File: src/rtl/irq_pkg.sv
// Shared types and constants for the interrupt controller.
// Holds the handshake FSM encoding and the source index width helper.
package irq_pkg;

    typedef enum logic [1:0] {
        IDLE   = 2'd0,
        REQ    = 2'd1,
        ACTIVE = 2'd2
    } irq_state_t;

    localparam int TIMER_SRC = 0;

    function automatic int id_width(input int num_src);
        return $clog2(num_src + 1);
    endfunction

endpackage

File: src/rtl/irq_controller_if.sv
// Request/acknowledge/completion handshake between the interrupt
// controller (master) and the core's trap logic (slave).
interface irq_controller_if #(
    parameter int ID_W = 3
);

    logic            irq_valid;
    logic [ID_W-1:0] irq_id;
    logic            irq_ack;
    logic            irq_done;

    modport master (
        output irq_valid,
        output irq_id,
        input  irq_ack,
        input  irq_done
    );

    modport slave (
        input  irq_valid,
        input  irq_id,
        output irq_ack,
        output irq_done
    );

endinterface

File: src/rtl/cmp_timer.sv
// Free-running compare timer feeding interrupt source 0.
// Wraps to zero on terminal count and flags the wrap one cycle later.
module cmp_timer #(
    parameter int TIMER_W = 16
) (
    input  logic               clk,
    input  logic               rst,
    input  logic               timer_en,
    input  logic [TIMER_W-1:0] timer_cmp,
    output logic               hit,
    output logic               timer_ovf
);

    logic [TIMER_W-1:0] count;

    // Terminal count only matters while the timer is running.
    assign hit = timer_en && (count == timer_cmp);

    // Count, wrap on terminal count, register the overflow pulse.
    always_ff @(posedge clk or posedge rst) begin
        if (rst) begin
            count     <= '0;
            timer_ovf <= 1'b0;
        end else begin
            timer_ovf <= hit;
            if (hit) begin
                count <= '0;
            end else if (timer_en) begin
                count <= count + 1'b1;
            end
        end
    end

endmodule

File: src/rtl/irq_controller.sv
// Interrupt controller: synchronises external lines, latches pending,
// arbitrates by fixed priority and runs the valid/ack/done handshake.
module irq_controller
    import irq_pkg::*;
#(
    parameter int NUM_SRC     = 4,
    parameter int SYNC_STAGES = 2,
    parameter int TIMER_W     = 16,
    localparam int ID_W       = id_width(NUM_SRC)
) (
    input  logic                  clk,
    input  logic                  rst,
    input  logic [NUM_SRC-1:0]    src_i,
    input  logic [NUM_SRC:0]      src_edge_mode,
    input  logic [NUM_SRC:0]      src_en,
    input  logic                  timer_en,
    input  logic [TIMER_W-1:0]    timer_cmp,
    irq_controller_if.master      irq_bus,
    output logic [NUM_SRC:0]      pending,
    output logic                  timer_ovf
);

    logic [NUM_SRC-1:0] sync_q [SYNC_STAGES];
    logic [NUM_SRC-1:0] lvl;
    logic [NUM_SRC-1:0] prev_q;
    logic               timer_hit;
    logic [NUM_SRC:0]   edge_mask;
    logic [NUM_SRC:0]   set_vec;
    logic [NUM_SRC:0]   clr_vec;
    logic [NUM_SRC:0]   pending_d;
    logic [NUM_SRC:0]   eligible;
    logic               any_elig;
    logic [ID_W-1:0]    win_id;
    logic [ID_W-1:0]    id_q;
    logic               ack_take;
    irq_state_t         state_q;
    irq_state_t         state_d;

    cmp_timer #(
        .TIMER_W (TIMER_W)
    ) u_timer (
        .clk       (clk),
        .rst       (rst),
        .timer_en  (timer_en),
        .timer_cmp (timer_cmp),
        .hit       (timer_hit),
        .timer_ovf (timer_ovf)
    );

    // Synchroniser chain plus one flop of history for edge detection.
    always_ff @(posedge clk or posedge rst) begin
        if (rst) begin
            for (int i = 0; i < SYNC_STAGES; i++) begin
                sync_q[i] <= '0;
            end
            prev_q <= '0;
        end else begin
            sync_q[0] <= src_i;
            for (int i = 1; i < SYNC_STAGES; i++) begin
                sync_q[i] <= sync_q[i-1];
            end
            prev_q <= lvl;
        end
    end

    assign lvl = sync_q[SYNC_STAGES-1];

    // The timer is edge-only whatever its mode bit says.
    assign edge_mask = {src_edge_mode[NUM_SRC:1],
                        src_edge_mode[TIMER_SRC] | 1'b1};
    assign set_vec   = {lvl & ~prev_q, timer_hit};
    assign ack_take  = (state_q == REQ) && irq_bus.irq_ack;
    assign clr_vec   = ack_take ? ((NUM_SRC+1)'(1) << id_q) : '0;

    // Edge bits: set beats clear. Level bits: follow the synced line.
    assign pending_d = (edge_mask & (set_vec | (pending & ~clr_vec)))
                     | (~edge_mask & {lvl, 1'b0});

    // Pending register accumulates in every FSM state.
    always_ff @(posedge clk or posedge rst) begin
        if (rst) begin
            pending <= '0;
        end else begin
            pending <= pending_d;
        end
    end

    assign eligible = pending & src_en;
    assign any_elig = |eligible;

    // Fixed priority: lowest index wins, so scan downwards.
    always_comb begin
        win_id = '0;
        for (int k = NUM_SRC; k >= 0; k--) begin
            if (eligible[k]) begin
                win_id = ID_W'(k);
            end
        end
    end

    // FSM state register.
    always_ff @(posedge clk or posedge rst) begin
        if (rst) begin
            state_q <= IDLE;
        end else begin
            state_q <= state_d;
        end
    end

    // Next state: ack wins over a simultaneous done in REQ.
    always_comb begin
        state_d = state_q;
        unique case (state_q)
            IDLE:    if (any_elig)         state_d = REQ;
            REQ:     if (irq_bus.irq_ack)  state_d = ACTIVE;
            ACTIVE:  if (irq_bus.irq_done) state_d = IDLE;
            default: state_d = IDLE;
        endcase
    end

    // Request is a pure decode of the registered state.
    always_comb begin
        irq_bus.irq_valid = (state_q == REQ);
        irq_bus.irq_id    = id_q;
    end

    // Winner is captured only when leaving IDLE, then frozen.
    always_ff @(posedge clk or posedge rst) begin
        if (rst) begin
            id_q <= '0;
        end else if ((state_q == IDLE) && any_elig) begin
            id_q <= win_id;
        end
    end

endmodule

File: src/flat_wrapper.sv
// flat-port wrapper written by rule: the top's interface ports become plain ports
module irq_controller_flat import irq_pkg::*;
#(
    parameter int NUM_SRC     = 4,
    parameter int SYNC_STAGES = 2,
    parameter int TIMER_W     = 16,
    localparam int ID_W       = id_width(NUM_SRC)
)
  (clk, rst, src_i, src_edge_mode, src_en, timer_en, timer_cmp, pending, timer_ovf, irq_bus_irq_valid, irq_bus_irq_id, irq_bus_irq_ack, irq_bus_irq_done);
  irq_controller_if #(.ID_W((3))) irq_bus_i ();
  input  logic clk;
  input  logic rst;
  input  logic [NUM_SRC-1:0] src_i;
  input  logic [NUM_SRC:0] src_edge_mode;
  input  logic [NUM_SRC:0] src_en;
  input  logic timer_en;
  input  logic [TIMER_W-1:0] timer_cmp;
  output logic [NUM_SRC:0] pending;
  output logic timer_ovf;
  output wire logic [$bits(irq_bus_i.irq_valid)-1:0] irq_bus_irq_valid;
  output wire logic [$bits(irq_bus_i.irq_id)-1:0] irq_bus_irq_id;
  input wire logic [$bits(irq_bus_i.irq_ack)-1:0] irq_bus_irq_ack;
  input wire logic [$bits(irq_bus_i.irq_done)-1:0] irq_bus_irq_done;
  assign irq_bus_irq_valid = irq_bus_i.irq_valid;
  assign irq_bus_irq_id = irq_bus_i.irq_id;
  assign irq_bus_i.irq_ack = irq_bus_irq_ack;
  assign irq_bus_i.irq_done = irq_bus_irq_done;
  irq_controller #(.NUM_SRC(NUM_SRC), .SYNC_STAGES(SYNC_STAGES), .TIMER_W(TIMER_W)) u_core (.clk(clk), .rst(rst), .src_i(src_i), .src_edge_mode(src_edge_mode), .src_en(src_en), .timer_en(timer_en), .timer_cmp(timer_cmp), .irq_bus(irq_bus_i), .pending(pending), .timer_ovf(timer_ovf));
endmodule
File: config.mk
export PLATFORM = sky130hd
export DESIGN_NAME = irq_controller_flat
export DESIGN_NICKNAME = d
export VERILOG_FILES = /design/src/rtl/irq_pkg.sv /design/src/rtl/irq_controller_if.sv /design/src/rtl/cmp_timer.sv /design/src/rtl/irq_controller.sv /design/src/flat_wrapper.sv
export SDC_FILE = /design/constraint.sdc
export NUM_CORES = 1
export LEC_CHECK = 0
export CORE_UTILIZATION = 30
export DETAILED_ROUTE_END_ITERATION = 10
export PLACE_DENSITY = 0.61
export SLEW_MARGIN = 40
export SYNTH_ARGS = -nofsm -noshare
export SYNTH_HDL_FRONTEND = slang
export SYNTH_SLANG_ARGS = --single-unit
File: constraint.sdc
create_clock -name clk -period 2.2 [get_ports clk]
set_input_delay 0.22 -clock clk [delete_from_list [all_inputs] [get_ports clk]]
set_output_delay 0.22 -clock clk [all_outputs]
set_load 0.01 [all_outputs]
== Word level (Yosys, flattened, before mapping) ==
Cells that the tools add are included.
Operators by class
  shift operators: 1
  reduce and logical (&&, ||, !) cells: 7
  bitwise operators: 10
  $add $sub $neg: 1
  multiplexer cells: 12
  eq/ne operators: 6
Operator list (number)
  $mux W16: 2
  $and A5 B5 Y5: 4
  $add A16 B1 Y16 const B: 1
  $eq A16 B16 Y1: 1
  $mux W3: 5
  $not A5 Y5: 2
  $or A5 B5 Y5: 2
  $mux W2: 3
  $pmux W2 S3: 1
  $mux W5: 1
  $reduce_or A5 Y1: 1
  $shl A1 B3 Y5 const A: 1
  $and A4 B4 Y4: 1
  $ne A2 B1 Y1 const B: 2
  $not A4 Y4: 1
  $logic_and A1 B1 Y1: 3
  $reduce_and A3 Y1: 1
  $eq A2 B1 Y1 const B: 1
  $eq A2 B2 Y1 const B: 1
  $logic_not A2 Y1: 1
  $ne A2 B2 Y1 const B: 1
  $reduce_bool A2 Y1: 1
Word-level totals
  register bits after elaboration: 39
  bits of input ports: 35
  output and inout port bits: 10

== Logic depth before layout (Yosys ltp) ==
Gate-level depths: netlist of run 1.
  depth in word-level cells: 8
  gate-level depth with buffers: 7

== Cells and area by module ==
A second synthesis of run 1 with hierarchy kept.
Second synthesis, totals
  cell total of the unflattened synthesis: 168
  area, all modules: 1844.3 µm²
By module, submodules not included
  cmp_timer: cells each 101, sequential area each 425.4 µm², area each 1016.0 µm², times used 1
  irq_controller: cells each 67, sequential area each 550.5 µm², area each 828.3 µm², times used 1

== Least setup slack after synthesis of run 1 ==
OpenSTA, ideal clock, no wires.
  kind: register to register
  start: reg u_core.u_timer.count[3]
  end: reg u_core.u_timer.count[15]
  setup slack: 0.590 ns
  arrival time: 1.491 ns
  data required time: 2.081 ns
  path buffers: 2
  setup time: 0.119 ns
  period minus slack after synthesis: 1.610 ns
  stages on the path, launching flop included: 8
  path through: dfrtp_1 -> xnor2_1 -> nand4_1 -> nor4_2 -> and2_1 -> buf_6 -> buf_8 -> nor2_1
On the way
  word-level cells in the longest chain between the ends: 3
Ends and longest elaborated chain
  start: declaration: RTL line cmp_timer.sv:14  | logic [TIMER_W-1:0] count;
  start signal: assignment: RTL line cmp_timer.sv:29  | count <= count + 1'b1;
  $eq A16 B16 Y1 *: RTL line cmp_timer.sv:17  | assign hit = timer_en && (count == timer_cmp);
  $logic_and A1 B1 Y1 *: RTL line cmp_timer.sv:17
  net u_core.timer_hit: RTL line irq_controller.sv:26  | logic timer_hit;
  $mux W16 or $reduce_bool A2 Y1 (tied branches)
Mark *: on every way through the listed nets, which the timed path passes. The rest lies on a longest branch. The select of a mux whose other input is x is not followed.
A chain may end at the register's enable or synchronous reset.

== Worst setup path after layout of run 1 ==
  start: reg u_core.state_q[0]
  end: out irq_bus_irq_valid
On the way
  word-level cells in the longest chain between the ends: 1
Ends and longest elaborated chain
  start: declaration: RTL line irq_controller.sv:36  | irq_state_t state_q;
  start signal: assignment: RTL line irq_controller.sv:106  | state_q <= state_d;
  $eq A2 B1 Y1: RTL line irq_controller.sv:123  | irq_bus.irq_valid = (state_q == REQ);
  end: declaration: RTL line flat_wrapper.sv:20  | output wire logic [$bits(irq_bus_i.irq_valid)-1:0] irq_bus_irq_valid;
Every way passes these cells.

==> results of run 1 <==
==> layout make-up <==
cell class	instances	area [um2]	share of cell area
well taps	72	90.09	0.03683
clock buffers	6	82.58	0.03376
multi-input cells	118	768.2	0.3141
repair buffers	48	467.9	0.1913
inverters	7	26.28	0.01074
clock inverters	2	35.03	0.01432
flip-flops and latches	39	975.9	0.3990
==> report_power, final <==
part	internal, mW	switching, mW
clock	0.367	0.258
combinational	0.283	0.189
sequential	0.819	0.150
total	1.47	0.597
==> metrics by stage <==
step                setup slack [ps]  hold WS (ps)  cells  cell area (um2)    util
finish                         554.7         339.0    292             2446  0.4336
CTS                            523.1         348.7    292             2446  0.4336
floorplan                      590.0         251.4    167             1800       -
global placement               295.5         333.1    284             2328  0.4127
global route                   420.1         351.9    292             2446  0.4336
detailed placement             297.5         334.7    284             2328  0.4127
==> layer usage <==
metal | vias up | global-route usage | part of all wire
met5 | - | 0 | 0
met4 | 0 | 0.04909 | 0.016
met2 | 20 | 0.1966 | 0.46
met3 | 4 | 0.04000 | 0.030
li1 | 681 | - | -
met1 | 615 | 0.1871 | 0.49
==> cell families (layout without fill, tap and decap cells) <==
logic type / after synthesis / count (layout) / share of synthesized area
simple gates: 66 / 66 / 0.1883
fa+ha+maj: 1 / 1 / 0.006948
compound gates: 22 / 22 / 0.09034
xor+xnor: 29 / 29 / 0.1411
buf+inv: 10 / 63 / 0.03127
flops: 39 / 39 / 0.5420
==> state kept, by name, summed over array words and instances (netlist names) <==
register                  flops
u_core.u_timer.timer_ovf      1
u_core.lvl                    4
u_core.u_timer.count         16
u_core.pending                5
u_core.state_q                2
u_core.irq_bus.irq_id         3
u_core.sync_q                 4
u_core.prev_q                 4
==> cells in the mapped netlist, drive strengths merged <==
master,instances
nor2b,2
o22ai,1
inv,7
dfrtp,39
a221o,1
nor3b,1
nor2,21
a32oi,1
nor4,2
or3,1
nand3,4
nor3,5
and2,2
nand2b,4
a32o,4
buf,2
or3b,1
ha,1
o41ai,1
o21ai,4
a21oi,3
a22oi,1
a211oi,1
clkbuf,1
a21o,2
nand2,13
or2,1
nand3b,1
nand4,7
and4,1
a22o,1
xnor2,25
xor2,4
o31ai,2
==> critical path, stage by stage, from the launching register on <==
cell and delay, ps:
dfrtp_1 450, nor2b_1 150, clkdlybuf4s50_1 530
==> final timing paths <==
path / start / to / slack, ps / depth (start not counted)
setup reg to reg: u_core.u_timer.count[6] / u_core.pending[0] / 570 / 6
setup / recovery: u_core.state_q[0] / irq_bus_irq_valid / 550 / 2
hold reg to reg: u_core.sync_q[6] / u_core.lvl[2] / 350 / 0
max in group asynchronous: rst / u_core.u_timer.count[0] / 1510 / 3
hold / removal: rst / u_core.u_timer.timer_ovf / 340 / 3
min in group clk: u_core.sync_q[6] / u_core.lvl[2] / 350 / 0
==> impl_summary.txt, run 1 <==
----------------------------------------------------
[GRT]
  Vias in the first global route ... 1290
  Number of antenna violations at the first check in global routing ... 0
  Aggregate global-route resource usage ... 0.1348
  Maximum number of pins on one net before global-route repair ... 40
  Remaining global-route overflow ... 0
  Global-route wire length before repair ... 6403 um

[Setup path]
  CP Max Fanout ... 7
  CP Capture Type ... output port
  Worst setup path category ... flip-flop to output port
  Required time of the critical path ... just under 2000 ps
  CP Data Arrival Time ... 1430 ps
  CP Launch Type ... flip-flop

[Drt]
  1st-pass router iterations ... 4
  Detailed-route wire length ... 3721 um
  Number of vias after detailed routing ... 1320
  Remaining antenna violation count ... 0
  Starting DRT DRC Count ... 51
  Number of vias per cell after detailed routing ... 4.521
  Number of DRC violations after detailed routing ... 0
  Average routed wire per standard cell ... 12.74 um

[Synthesis]
  Count of synthesis-stage warnings from yosys ... 0
  Post-Syn Nets ... 203
  Synthesized area per cell ... 10.78 um2
  Synth Instances ... 167
  Synth area leader ... dfrtp_1
  Top cells by area in the synthesized netlist ... dfrtp_1, xnor2_1, nor2_1
  Sequential element share of the synthesized area ... 0.5420
  Post-synthesis sequential element count ... 39
  Proportion of netlist area held by the largest area contributor ... 0.5420
  Distinct cells, synth ... 38
  Post-synth design cell area ... 1800 um2

[Timing]
  Unrepaired setup endpoints after global routing ... false
  Worst setup skew after layout ... about 7.2 ps
  Total setup violations reported at the end of the flow ... 0
  Clock period minus final worst setup slack ... ~1600 ps
  Slew headroom ... 0.6718
  Post-route fraction of the period consumed by the critical path ... 0.7478
  Number of max-slew violations in the final report ... 0
  Summed negative setup slack over all endpoints ... 0 ps
  Max Fclk ... 607.8 MHz
  Transition time at the pin with the least slew margin ... 492.3 ps
  Number of hold-slack violations in the final timing report ... 0

[Placement]
  Placer's final routability congestion estimate ... 0.7695
  HPWL after detailed placement ... 2668 um
  Number of buffers inserted by port buffering ... 43

[Die]
  Total Die Area ... 6315 um2
  Top-level I/O count ... 45
  Die Span X ... roughly 79 um
  Die boundary height ... 79.47 um
  Floorplan core area ... 5642 um2
  Site row count ... 27
  Starting utilization of the core area ... 0.3191

[CTS]
  Deepest clock path buffer count ... 2
  Clk sinks ... 39
  CTS Buf Count ... 5
  Clock tree from TritonCTS ... yes
  Clk pin slew, worst setup/hold paths ... roughly 80 ps
  Clock latency on the worst-skew pair ... 290 ps
  Hold buffer count at cts ... 0
  Number of gates resized after CTS ... 0
  Clk root buf ... clkbuf_8
  Buffer count from post-CTS setup fixing ... 0
  # H-tree levels ... 2

[Power and ir drop]
  LEAKAGE ... 0.9909 nW
  PnR Total Power ... 2.066 mW
  IR Drop Worst-Case VDD ... around 0.45 mV
  Power per standard cell area ... 844.5 nW/um2

[Final layout]
  Commonest non-fill, non-tap cell in the layout ... clkdlybuf4s50_1
  Ant diodes ... 0
  Most frequent cells in the layout ... clkdlybuf4s50_1, dfrtp_1, xnor2_1, nor2_1, nand2_1
  Final #Nets ... 255
  Share of cells above drive strength 1 ... 0.08182
  Count of filler cells inserted in the layout ... 541
  Layout Area Growth over Synthesis ... 35.86%

[Run]
  Maximum capacitance violations ... 0

[Worst hold path]
  Worst Hold Class ... input port to async pin

[Status]
  Run status ... complete, no violations

----------------------------------------------------
Power figures use the tool's default switching activity.
==> inputs of run 2 (changes only) <==
==> constraint.sdc (replaced) <==
create_clock -name clk -period 1.66 [get_ports clk]
set_input_delay 0.166 -clock clk [delete_from_list [all_inputs] [get_ports clk]]
set_output_delay 0.166 -clock clk [all_outputs]
set_load 0.01 [all_outputs]
==> run 2 against run 1 <==
Net effect:
- clock power rose by 28%
- core utilization rose by 2.5 points
- critical path depth rose by 4
- register-to-register slack got worse by 480 ps
- critical path type is now flip-flop to flip-flop
- non-clock buffer count rose by 14
- combinational power rose by 64%
- largest cell class unchanged
- highest routed layer unchanged
- clock skew rose by 1.6 ps
- worst setup slack got worse by 460 ps
==> impl_summary.txt, run 2 (synthesized netlist as in run 1, its figures left out) <==
----------------------------------------------------
[Drt]
  Number of vias per cell after detailed routing ... 4.516
  Highest routed metal layer ... met4
  Met3 wire length ... 100 um
  Remaining antenna violation count ... 0
  1st-pass router iterations ... 4
  Length of routed wiring on met1 ... 1876 um
  Met2 WL ... 1800 um
  Starting DRT DRC Count ... 61
  Number of vias after detailed routing ... 1382
  Detailed-route wire length ... 3836 um
  Number of DRC violations after detailed routing ... 0
  Average routed wire per standard cell ... about 13 um

[Placement]
  Number of placed instances with taps included ... between 200 and 300
  Number of buffers inserted by port buffering ... 43
  Placer's final routability congestion estimate ... 0.7506
  HPWL after detailed placement ... ~2800 um
  Area post-placement ... between 2000 and 2500 um2
  Post-place setup slack ... -130.0 ps

[Final layout]
  Largest registers ... u_core.u_timer.count (16), u_core.pending (5)
  Combined area of the multi-input logic cells ... 790.8 um2
  Share of cells above drive strength 1 ... 0.1667
  Layout Area Growth over Synthesis ... 43.78%
  Commonest non-fill, non-tap cell in the layout ... clkdlybuf4s50_1
  Number of flip-flops in the largest register ... 16
  Most flop-heavy register ... u_core.u_timer.count
  Most frequent cells in the layout ... clkdlybuf4s50_1, dfrtp_1, xnor2_1, nor2_1, buf_4
  Ant diodes ... 0
  Count of filler cells inserted in the layout ... 540
  Final #Nets ... 269
  Final Instance Area ... 2589 um2
  Final cell count without fillers ... 306
  Storage element area ... 978.4 um2

[Setup path]
  Worst flop-to-flop path startpoint ... u_core.u_timer.count[6]
  Required time of the critical path ... 1880 ps
  Reg-to-reg setup timing slack ... between 90 and 100 ps
  CP Launch Type ... flip-flop
  CP Capture Type ... flip-flop
  CP Max Fanout ... 15
  CP Data Arrival Time ... 1790 ps
  Number of cells on the worst reg-to-reg path ... 6
  End of the worst register-to-register path ... u_core.pending[0]
  Worst setup path category ... flip-flop to flip-flop

[GRT]
  Maximum number of pins on one net before global-route repair ... 40
  Number of antenna violations at the first check in global routing ... 0
  Vias in the first global route ... approximately 1400
  Global-route wire length before repair ... 6713 um
  Remaining global-route overflow ... 0
  Aggregate global-route resource usage ... 0.1396

[Worst hold path]
  Worst Hold Class ... input port to async pin

[Timing]
  Transition time at the pin with the least slew margin ... 490.7 ps
  Number of hold-slack violations in the final timing report ... 0
  Clock period minus final worst setup slack ... between 1500 and 2000 ps
  Post-Route Hold Slack ... roughly 280 ps
  Worst-case setup margin in the final layout ... 90.89 ps
  Total setup violations reported at the end of the flow ... 0
  Unrepaired setup endpoints after global routing ... true
  Max Fclk ... 637.3 MHz
  Number of max-slew violations in the final report ... 0
  Worst setup skew after layout ... 8.768 ps
  Post-route fraction of the period consumed by the critical path ... 0.9452
  Slew headroom ... 0.6729

[CTS]
  Clock latency on the worst-skew pair ... ~290 ps
  Clock tree from TritonCTS ... yes
  # H-tree levels ... 2
  Clk root buf ... clkbuf_8
  CTS Buf Count ... 5
  Clk sinks ... 39
  Hold buffer count at cts ... 0
  Clk pin slew, worst setup/hold paths ... 80 ps
  Deepest clock path buffer count ... 2

[Die]
  Top-level I/O count ... 45
  Site row count ... 27
  Floorplan core area ... around 5600 um2
  Die boundary height ... 79.47 um
  Die Span X ... 79.47 um
  Starting utilization of the core area ... 0.3191
  Total Die Area ... 6315 um2

[Status]
  Run status ... complete, no violations

[Power and ir drop]
  IR Drop Worst-Case VDD ... roughly 0.44 mV
  Clk pwr share ... 0.285
  Power per standard cell area ... 1083 nW/um2
  LEAKAGE ... approximately 1.1 nW
  Relative contribution of sequential cells to total power ... 0.439
  PnR Total Power ... between 2 and 3 mW
  Total internal power ... 1.984 mW
  Fraction of power spent switching nets ... 0.2925
  Switch Pwr ... 820.2 uW
  Combinational share of power ... 0.276

[Run]
  Maximum capacitance violations ... 0

----------------------------------------------------
run 2: layout make-up:
| cell class | instances | share of cell area |
|---|---|---|
| Timing Repair Buffer | 62 | 0.2272 |
| Clock inverter | 3 | 0.01788 |
| Tap cell | 72 | 0.03480 |
| Clock buffer | 5 | 0.02658 |
| Sequential cell | 39 | 0.3780 |
| Inverter | 7 | 0.01015 |
| Multi-Input combinational cell | 118 | 0.3055 |
run 2: what timing repair did:
item / CTS / global route
setup buffers: 0 / 5
resized for setup: 0 / 11
endpoints found under the setup margin: 0 / 17
run 2: metrics by stage:
| stage | utilization | TNS, ps |
|---|---|---|
| 2_1_floorplan | - | 0 |
| 3_3_place_gp | 0.4269 | -1994 |
| 3_5_place_dp | 0.4269 | -1996 |
| 4_1_cts | 0.4473 | 0 |
| 5_1_grt | 0.4589 | -379.4 |
| 6_report | 0.4589 | 0 |
run 2: worst max-delay path, cell delays in order (launching register included):
cell      delay, ps
dfrtp_1         400
xnor2_1         180
nand4_1         160
nor4_2          330
and2_4          200
buf_12          130
nand2b_1        100
run 2: how the worst max path moves through the flow:
| stage | start | endpoint | depth (start not counted) |
|---|---|---|---|
| after floorplan | u_core.u_timer.count[3] | u_core.u_timer.count[15] | 7 |
| after global placement | timer_cmp[15] | u_core.u_timer.count[6] | 7 |
| after detailed placement | timer_cmp[12] | u_core.u_timer.count[11] | 7 |
| after CTS | u_core.state_q[1] | irq_bus_irq_valid | 3 |
| after global routing | u_core.u_timer.count[6] | u_core.u_timer.count[11] | 6 |
| final | u_core.u_timer.count[6] | u_core.pending[0] | 6 |
run 2: per-layer routing:
metal,global-route usage,up-vias
met5,0,-
met3,0.02629,5
met2,0.2068,23
met4,0.06000,0
met1,0.1970,650
li1,-,704
run 2: power groups by stage:
stage,sequential (mW),combinational (mW),clock (mW)
floorplan,1.27,0.334,0
global placement,1.25,0.756,0
detailed placement,1.25,0.764,0
CTS,1.23,0.769,0.828
global route,1.26,0.860,0.882
finish,1.23,0.774,0.799
